==> src/rtl/fifo_stream_reader.sv <==
// fifo_stream_reader: drains a synchronous FIFO (registered read data) into a
// valid/ready stream with packet framing (m_last every PKT_LEN beats).
// A 3-entry skid buffer absorbs the one-cycle FIFO read latency, so reads
// never depend combinationally on m_ready.
// Optional flush support is built when FIFO_RD_FLUSH_EN is defined.
module fifo_stream_reader #(
    parameter int DATA_WIDTH = 16,
    parameter int PKT_LEN    = 4,
    parameter int CNT_WIDTH  = 2
) (
    input  logic                  clk,
    input  logic                  reset_n,
    input  logic                  enable,
    output logic                  fifo_read_en,
    input  logic [DATA_WIDTH-1:0] fifo_data,
    input  logic                  fifo_empty,
    output logic                  m_valid,
    input  logic                  m_ready,
    output logic [DATA_WIDTH-1:0] m_data,
    output logic                  m_last
`ifdef FIFO_RD_FLUSH_EN
    ,
    input  logic                  flush,
    output logic                  flush_busy
`endif
);

`ifdef FIFO_RD_FLUSH_EN
    typedef enum logic [1:0] {IDLE = 2'd0, RUN = 2'd1, FLUSH = 2'd2} state_t;
`else
    typedef enum logic [1:0] {IDLE = 2'd0, RUN = 2'd1} state_t;
`endif

    state_t                state;
    state_t                state_next;
    logic [1:0]            occ;
    logic                  infl;
    logic [DATA_WIDTH-1:0] entries [3];
    logic [CNT_WIDTH-1:0]  beat_cnt;
    logic                  push;
    logic                  pop;
    logic                  room;
    logic                  in_flush;
    logic                  flush_clear;
    logic [1:0]            wr_idx;

`ifdef FIFO_RD_FLUSH_EN
    assign in_flush    = (state == FLUSH);
    assign flush_clear = flush && !in_flush;
    assign flush_busy  = in_flush;
`else
    assign in_flush    = 1'b0;
    assign flush_clear = 1'b0;
`endif

    // A read is only issued when its data is guaranteed a free buffer entry
    assign room    = ({1'b0, occ} + {2'b00, infl}) <= 3'd2;
    assign m_valid = (occ != 2'd0);
    assign m_data  = entries[0];
    assign m_last  = m_valid && (beat_cnt == CNT_WIDTH'(PKT_LEN - 1));
    assign pop     = m_valid && m_ready;
    // Data returned during a flush is dropped rather than buffered
    assign push    = infl && !in_flush;
    assign wr_idx  = pop ? (occ - 2'd1) : occ;

    // Next-state and read strobe decode from registered state
    always_comb begin
        state_next   = state;
        fifo_read_en = 1'b0;
        case (state)
            IDLE: begin
                if (enable) state_next = RUN;
            end
            RUN: begin
                fifo_read_en = !fifo_empty && room;
                if (!enable) state_next = IDLE;
            end
`ifdef FIFO_RD_FLUSH_EN
            FLUSH: begin
                fifo_read_en = !fifo_empty;
                if (fifo_empty && !infl) state_next = enable ? RUN : IDLE;
            end
`endif
            default: state_next = IDLE;
        endcase
`ifdef FIFO_RD_FLUSH_EN
        if (flush_clear) state_next = FLUSH;
`endif
    end

    // Control registers: state, in-flight flag, occupancy, beat counter
    always_ff @(posedge clk or negedge reset_n) begin
        if (!reset_n) begin
            state    <= IDLE;
            infl     <= 1'b0;
            occ      <= 2'd0;
            beat_cnt <= '0;
        end else begin
            state <= state_next;
            infl  <= fifo_read_en;
            if (flush_clear) begin
                occ      <= 2'd0;
                beat_cnt <= '0;
            end else begin
                case ({push, pop})
                    2'b10:   occ <= occ + 2'd1;
                    2'b01:   occ <= occ - 2'd1;
                    default: occ <= occ;
                endcase
                if (pop) beat_cnt <= m_last ? '0 : beat_cnt + CNT_WIDTH'(1);
            end
        end
    end

    // Buffer storage: shift toward the head on pop, write captured data at tail
    always_ff @(posedge clk or negedge reset_n) begin
        if (!reset_n) begin
            for (int i = 0; i < 3; i++) entries[i] <= '0;
        end else begin
            if (pop) begin
                entries[0] <= entries[1];
                entries[1] <= entries[2];
            end
            if (push && (wr_idx != 2'd3)) entries[wr_idx] <= fifo_data;
        end
    end

`ifndef SYNTHESIS
    // Read gating must keep every capture within the 3 buffer entries
    assert property (@(posedge clk) disable iff (!reset_n) push |-> (occ != 2'd3))
        else $error("fifo_stream_reader: capture into full buffer");
`endif

endmodule

==> config.mk <==
export PLATFORM = sky130hd
export DESIGN_NAME = fifo_stream_reader
export DESIGN_NICKNAME = d
export VERILOG_FILES = /design/src/rtl/fifo_stream_reader.sv
export SDC_FILE = /design/constraint.sdc
export NUM_CORES = 1
export LEC_CHECK = 0
export ABC_CLOCK_PERIOD_IN_PS = 4300
export CAP_MARGIN = 15
export CELL_PAD_IN_SITES_DETAIL_PLACEMENT = 1
export CELL_PAD_IN_SITES_GLOBAL_PLACEMENT = 1
export CORE_AREA = 3 3 119 92
export DETAILED_ROUTE_END_ITERATION = 10
export DIE_AREA = 0 0 122 95
export GPL_TIMING_DRIVEN = 0
export PLACE_DENSITY = 0.68
export SLEW_MARGIN = 10
export SYNTH_ARGS = -nofsm -noshare
export SYNTH_HDL_FRONTEND = slang
export SYNTH_SLANG_ARGS = --single-unit
==> constraint.sdc <==
create_clock -name clk -period 4.3 [get_ports clk]
set_input_delay 1.29 -clock clk [delete_from_list [all_inputs] [get_ports clk]]
set_output_delay 1.29 -clock clk [all_outputs]
set_load 0.05 [all_outputs]
* Word level (Yosys, flattened, before mapping)
Index checks and enable logic that the tools add are counted.
Operators by class: eq/ne operators 7, reductions and logical operators 10, multiplexer cells 12, order comparisons 3, $add $sub $neg 4, bitwise operators 1
Operators with widths (number):
- $bwmux W48 | 1
- $mux W48 | 1
- $demux W16 S2 | 1
- $mux W32 | 1
- $mux W16 | 1
- $mux W2 | 4
- $pmux W2 S2 | 2
- $ne A2 B2 Y1 const B | 3
- $logic_and A1 B1 Y1 | 5
- $add A2 B1 Y2 const B | 2
- $eq A2 B1 Y1 const B | 2
- $eq A2 B2 Y1 const B | 2
- $reduce_bool A2 Y1 | 2
- $add A2 B1 Y3 | 1
- $ge A3 B3 Y1 const B | 1
- $le A3 B2 Y1 const B | 1
- $lt A3 B1 Y1 const B | 1
- $not A2 Y3 | 1
- $logic_not A2 Y1 | 1
- $reduce_and A2 Y1 | 1
- $sub A2 B1 Y2 const B | 1
- $logic_not A1 Y1 | 1
- $mux W1 | 1
Storage, ports and cells: input port bits 21, logic and storage cells 44, flip-flop bits (word level) 55

* Logic depth before layout (Yosys ltp)
Gate-level depths: netlist of run 1.
depth after elaboration 10, mapped depth 9, gate-level depth less buffers 6

* Least setup slack after synthesis of run 1
OpenSTA, ideal clock, no wires.
path kind input to output, start point input fifo_empty, end point output fifo_read_en, setup slack 520 ps, buffers on the path 0, arrival time 2490 ps, data required time 3010 ps, stages 1, cells stage by stage nor3b_1
On the way: longest elaborated chain between the ends 3
RTL lines:
- from (decl) | RTL line 16 | input logic fifo_empty,
- $logic_not A1 Y1 | RTL line 75 | fifo_read_en = !fifo_empty && room;
- $logic_and A1 B1 Y1 | RTL line 75
- $mux W1 | RTL line 70 | case (state)
- to (decl) | RTL line 14 | output logic fifo_read_en,
Every way passes these cells.

* Worst setup path after layout of run 1
start point register occ[0], end point output fifo_read_en
On the way: longest elaborated chain between the ends 4
RTL lines:
- from (decl) | RTL line 36 | logic [1:0] occ;
- from (signal assigned) | RTL line 106 | 2'b10: occ <= occ + 2'd1;
- from (signal assigned) | RTL line 107 | 2'b01: occ <= occ - 2'd1;
- $add A2 B1 Y3 | RTL line 57 | assign room = ({1'b0, occ} + {2'b00, infl}) <= 3'd2;
- $le A3 B2 Y1 | RTL line 57
- $logic_and A1 B1 Y1 | RTL line 75
- $mux W1 | RTL line 70
Every way passes these cells.

==> flow_summary.yaml, run 1 <==
detailed_routing:
  drt-total-wl_um: 6750
  routedWlPerCell_um: 16.0
  num_vias: 1919
  drcViolationCount: 0
  dr.pass1.iters: 4
  dr.first_iter.drc_count: 29
  antenna_left: 0
  vias_per_cell: 4.56
floorplan:
  die_h_um: 95
  io_pins: 40
  core_um2: 9740
  rows: 31
  initial_core_util_pct: 30.2
  die_area_um2: 11600
  die_x_um: 122
critical_path:
  arrival_ns: 2.47
  endpoint: "fifo_read_en"
  r2r-start: "occ[0]$_DFFE_PN0P_"
  crit_path_start: "occ[0]$_DFFE_PN0P_"
  critPathMaxFanout: 6
  rr_worst_depth: 8
  startpoint_type: "flip-flop"
  cp-end-kind: "output port"
  cp.required_ns: 3.01
  critPathKind: "flip-flop to output port"
  r2r_setup_slack_ns: 1.87
yosys:
  netlist_instances: 243
  synth.avg_cell_area_um2: 12.1
  yosys_warnings: 0
  synthTopCellsByCount: "dfrtp_1 (54), nor3_1 (33), mux2i_1 (24)"
  synth_top_area_share_pct: 45.9
  ys.flop_type: "dfrtp_1"
  ys_ff_latch: 54
  async_flop_share_pct: 100
  yosys.area.top_type: "dfrtp_1"
  synth_edf_count: 0
  ys_types: 34
  seq_area_frac_synth_pct: 45.9
  syn-num-nets: 270
  yosysMostFrequentCell: "dfrtp_1"
  synth_area_leaders: "dfrtp_1 (46%), mux2i_1 (8.2%), a211oi_2 (6.8%)"
  syn_area_um2: 2940
sta:
  fin_skew_ns: 0.00502
  worst_pin_slew_ns: 0.697
  rsz0062_at_grt: "no"
  finalMaxSlewViolations: 0
  hold_slack_ns: 0.490
  setup_viol: 0
  fmax_ghz: 0.266
  hold_viol: 0
  setup_tns_ns: 0
  period_needed_ns: 3.76
  slew_headroom_pct: 53.5
  fin_crit_sh_pct: 87.4
global_routing:
  grt_usage_pct: 12.4
  grt_pass1_vias: 2159
  grt_max_degree: 55
  grt.overflow.total: 0
  antenna_found_initial: 0
  grt_first_pass_wirelength_um: 11000
clock_network:
  clk_pin_slew_worst_paths_ns: 0.07
  cts_buffers: 5
  cts_num_sinks: 54
  cts_tree: "built"
  cts_root_buf: "clkbuf_16"
  clk_latency_ns: 0.29
  cts_buffer_depth: 2
  ctsHtreeMaxLevel: 2
  postCtsSetupBuffers: 0
layout:
  antennaDiodeCount: 0
  drive_gt1_share_pct: 27.7
  finalNetCount: 315
  nFillCells: 1060
  syn2layout_area_growth_pct: 24.1
run_status:
  outcome: "completed"
pwr:
  cellPowerDensity_nw_per_um2: 798
  cellLeakagePower_uw: 0.00173
  vdd_drop_max_mv: 0.219
min_path:
  hold_class: "flip-flop to flip-flop"
placed_design:
  hpwl_um: 4870
  gp_congestion: 0.792
  numPortBuffers: 38
job:
  cap_viol_max_count: 0
repair_timing:
action,4_1_cts,5_1_grt
resized for setup,0,1
setup endpoints to repair,0,1
hold buffers,0,0
logic make-up (layout without fill, tap and decap cells):
kind of cell | Yosys count | in the layout | synth area share [%]
fa+ha+maj | 6 | 6 | 2.55
buf+inv | 54 | 100 | 11.6
compound gates | 27 | 27 | 11.7
mux | 40 | 40 | 15.6
xor+xnor | 3 | 3 | 1.15
flops | 54 | 54 | 45.9
simple gates | 59 | 59 | 11.6
where the power goes:
group | internal (uW) | switching, uW
Clock | 273 | 181
Combinational | 716 | 821
Sequential | 763 | 163
how the worst min path moves through the flow:
| stage | startpoint | slack (ns) | depth (start not counted) | to |
|---|---|---|---|---|
| floorplan | beat_cnt[1]$_DFFE_PN0P_ | 0.45 | 2 | beat_cnt[1]$_DFFE_PN0P_ |
| global placement | beat_cnt[1]$_DFFE_PN0P_ | 0.47 | 2 | beat_cnt[1]$_DFFE_PN0P_ |
| detailed placement | beat_cnt[1]$_DFFE_PN0P_ | 0.48 | 2 | beat_cnt[1]$_DFFE_PN0P_ |
| CTS | beat_cnt[1]$_DFFE_PN0P_ | 0.50 | 2 | beat_cnt[1]$_DFFE_PN0P_ |
| global route | flip-flop | 0.53 | 1 | flip-flop |
| finish | beat_cnt[1]$_DFFE_PN0P_ | 0.49 | 2 | beat_cnt[1]$_DFFE_PN0P_ |
critical path, cell delays in order, from the launching register on:
cell	delay [ns]
dfrtp_1	0.57
ha_1	0.26
inv_1	0.05
ha_1	0.27
nor3b_1	0.21
nor2_1	0.08
nor3b_1	0.26
dlymetal6s2s_1	0.47
per-stage QoR:
stage          instances  worst slack, ns  area, um2  util, %  total power [uW]
3_5_place_dp         413            0.159       3490     35.8              2490
2_1_floorplan        243            0.520       2940        -              2090
5_1_grt              421            0.350       3650     37.5              3110
3_3_place_gp         413            0.180       3490     35.8              2430
6_report             421            0.542       3650     37.5              2920
4_1_cts              421            0.111       3650     37.5              2960
per-layer routing:
metal / part of all wire, % / track usage (%)
met5: 0 / 0
met4: 1.1 / 3.64
met3: 2.5 / 2.10
met2: 48 / 21.0
met1: 48 / 16.4
area by class of cell:
class | count | area [um2] | share of cell area (%)
inverter | 21 | 78.8 | 2.16
clock inverter | 3 | 40.0 | 1.10
timing repair buffer | 38 | 380 | 10.4
buffer | 33 | 262 | 7.16
multi-input combinational | 135 | 1250 | 34.2
clock buffer | 5 | 125 | 3.42
tap | 132 | 165 | 4.52
sequential | 54 | 1350 | 37.0
layout by cell type, fill, tap and decap left out:
cell	instances
nor3b_1	2
dfrtp_1	54
clkbuf_1	2
nor4_1	1
clkdlybuf4s50_1	36
buf_1	1
o211a_1	4
a21o_1	1
buf_8	1
buf_4	22
a211oi_2	16
xnor2_1	2
buf_6	6
mux2_2	6
bufinv_16	1
xnor2_2	1
a221o_1	1
a2111oi_4	2
nand3b_4	1
ha_1	6
nor3b_4	1
clkbuf_16	5
clkinv_2	2
nand2b_1	2
nor3_1	33
nor2b_1	2
nand2_1	5
mux2i_1	24
or3_1	8
a21oi_2	1
inv_2	1
buf_2	2
nand3_2	1
dlymetal6s2s_1	1
inv_1	20
mux2_4	10
o211a_4	1
nor2_1	3
o21ai_0	1
Power figures use the tool's default switching activity.
==> inputs of run 2 (changes only) <==
--- a/config.mk
+++ b/config.mk
@@ -14,6 +14,7 @@
 export DIE_AREA = 0 0 122 95
 export GPL_TIMING_DRIVEN = 0
 export PLACE_DENSITY = 0.68
+export RECOVER_POWER = 25
 export SLEW_MARGIN = 10
 export SYNTH_ARGS = -nofsm -noshare
 export SYNTH_HDL_FRONTEND = slang
==> run 2 against run 1 <==
Wire length barely moved. Worst hold slack did not move. Critical path depth did not move. Sequential share of layout area barely moved. Core utilization barely moved. Cell area barely moved. Combinational power barely moved. Global-route usage did not move.
==> flow_summary.yaml, run 2 (synthesis results as in run 1) <==
run_status:
  outcome: "completed"
pwr:
  swShare_pct: 39.9
  cellPowerDensity_nw_per_um2: 799
  power_frac_clock_pct: 15.6
  p_sw_uw: 1170
  cellLeakagePower_uw: 0.00173
  vdd_drop_max_mv: 0.219
  internal_power_uw: 1750
  seqPwrFrac_pct: 31.7
  share_comb_of_total_power_pct: 52.7
clock_network:
  cts_root_buf: "clkbuf_16"
  clk_latency_ns: 0.29
  cts_num_sinks: 54
  clk_pin_slew_worst_paths_ns: 0.07
  ctsHtreeMaxLevel: 2
  cts_buffers: 5
  cts_tree: "built"
  cts_buffer_depth: 2
sta:
  setup_viol: 0
  setup_tns_ns: 0
  fin_crit_sh_pct: 87.4
  finalMaxSlewViolations: 0
  worst_pin_slew_ns: 1.36
  hold_viol: 0
  fmax_ghz: 0.266
  slew_headroom_pct: 9.13
  fin_skew_ns: 0.00502
  rsz0062_at_grt: "no"
  period_needed_ns: 3.76
global_routing:
  grt_usage_pct: 12.4
  grt_max_degree: 55
  grt_pass1_vias: 2159
  grt_first_pass_wirelength_um: 11000
  antenna_found_initial: 0
  grt.overflow.total: 0
job:
  cap_viol_max_count: 0
placed_design:
  gp_congestion: 0.792
  hpwl_um: 4870
  dpl_cell_area_um2: 3490
  numPortBuffers: 38
layout:
  syn2layout_area_growth_pct: 24.1
  final_common_cell: "dfrtp_1"
  layout_common_cells: "dfrtp_1 (54), clkdlybuf4s50_1 (36), nor3_1 (33)"
  design_area_um2: 3650
  antennaDiodeCount: 0
  finalNetCount: 315
  nFillCells: 1061
  drive_gt1_share_pct: 27.7
  ff_latch_area_um2: 1350
  multi_input_area_um2: 1250
detailed_routing:
  vias_per_cell: 4.56
  routedWlPerCell_um: 16.0
  dr.first_iter.drc_count: 29
  drcViolationCount: 0
  antenna_left: 0
  drt-total-wl_um: 6760
  dr.pass1.iters: 4
  num_vias: 1919
floorplan:
  die_x_um: 122
  die_area_um2: 11600
  die_h_um: 95
  io_pins: 40
  rows: 31
  core_um2: 9740
  initial_core_util_pct: 30.2
critical_path:
  endpoint: "fifo_read_en"
  r2r-start: "occ[0]$_DFFE_PN0P_"
  r2r_setup_slack_ns: 1.87
  rr_worst_depth: 8
  cp.required_ns: 3.01
  arrival_ns: 2.47
  startpoint_type: "flip-flop"
  critPathKind: "flip-flop to output port"
  crit_path_start: "occ[0]$_DFFE_PN0P_"
  critPathMaxFanout: 6
  cp-end-kind: "output port"
min_path:
  hold_class: "flip-flop to flip-flop"
[run 2: what timing repair did]
item,CTS,global route
setup endpoints to repair,0,1
hold buffers,0,0
buffers inserted,0,0
resized for setup,0,1
[run 2: metal layers]
layer | GRT usage [%] | vias to the layer above | wire, um
li1 | - | 927 | -
met1 | 16.4 | 954 | 3260
met2 | 21.0 | 31 | 3250
met3 | 2.10 | 7 | 166
met4 | 3.64 | 0 | 76
met5 | 0 | - | 0
[run 2: power by group through the flow]
stage	sequential (uW)	combinational [uW]	clock (uW)
after floorplan	884	1200	0
after global placement	920	1510	0
final	926	1540	454
after detailed placement	935	1560	0
after CTS	927	1560	470
after global routing	957	1660	496
[run 2: layout make-up]
class | instances | share of cell area [%]
inverter | 21 | 2.16
clock inverter | 3 | 1.10
timing repair buffer | 38 | 10.3
tap | 132 | 4.52
clock buffer | 5 | 3.43
multi-input combinational | 135 | 34.3
sequential | 54 | 37.0
buffer | 33 | 7.16
[run 2: worst min path at each step]
| stage | from | endpoint | slack, ns | cells past startpoint |
|---|---|---|---|---|
| after floorplan | beat_cnt[1]$_DFFE_PN0P_ | beat_cnt[1]$_DFFE_PN0P_ | 0.45 | 2 |
| after global placement | beat_cnt[1]$_DFFE_PN0P_ | beat_cnt[1]$_DFFE_PN0P_ | 0.47 | 2 |
| after detailed placement | beat_cnt[1]$_DFFE_PN0P_ | beat_cnt[1]$_DFFE_PN0P_ | 0.48 | 2 |
| after CTS | beat_cnt[1]$_DFFE_PN0P_ | beat_cnt[1]$_DFFE_PN0P_ | 0.50 | 2 |
| after global routing | flip-flop | flip-flop | 0.53 | 1 |
| final | beat_cnt[1]$_DFFE_PN0P_ | beat_cnt[1]$_DFFE_PN0P_ | 0.49 | 2 |
[run 2: worst max-delay path, stage by stage, from the launching register on]
cell	delay [ns]
dfrtp_1	0.57
ha_1	0.26
inv_1	0.05
ha_1	0.27
nor3b_1	0.21
nor2_1	0.08
nor3b_1	0.26
dlymetal6s2s_1	0.47
[run 2: per-stage QoR]
stage                     util, %  std cells  setup WS [ns]  hold slack, ns  total power (uW)
after detailed placement     35.8        413          0.159           0.482              2490
after global routing         37.5        421          0.350           0.529              3110
after floorplan                 -        243          0.520           0.450              2090
after global placement       35.8        413          0.180           0.468              2430
after CTS                    37.5        421          0.111           0.500              2960
final                        37.5        421          0.542           0.490              2920
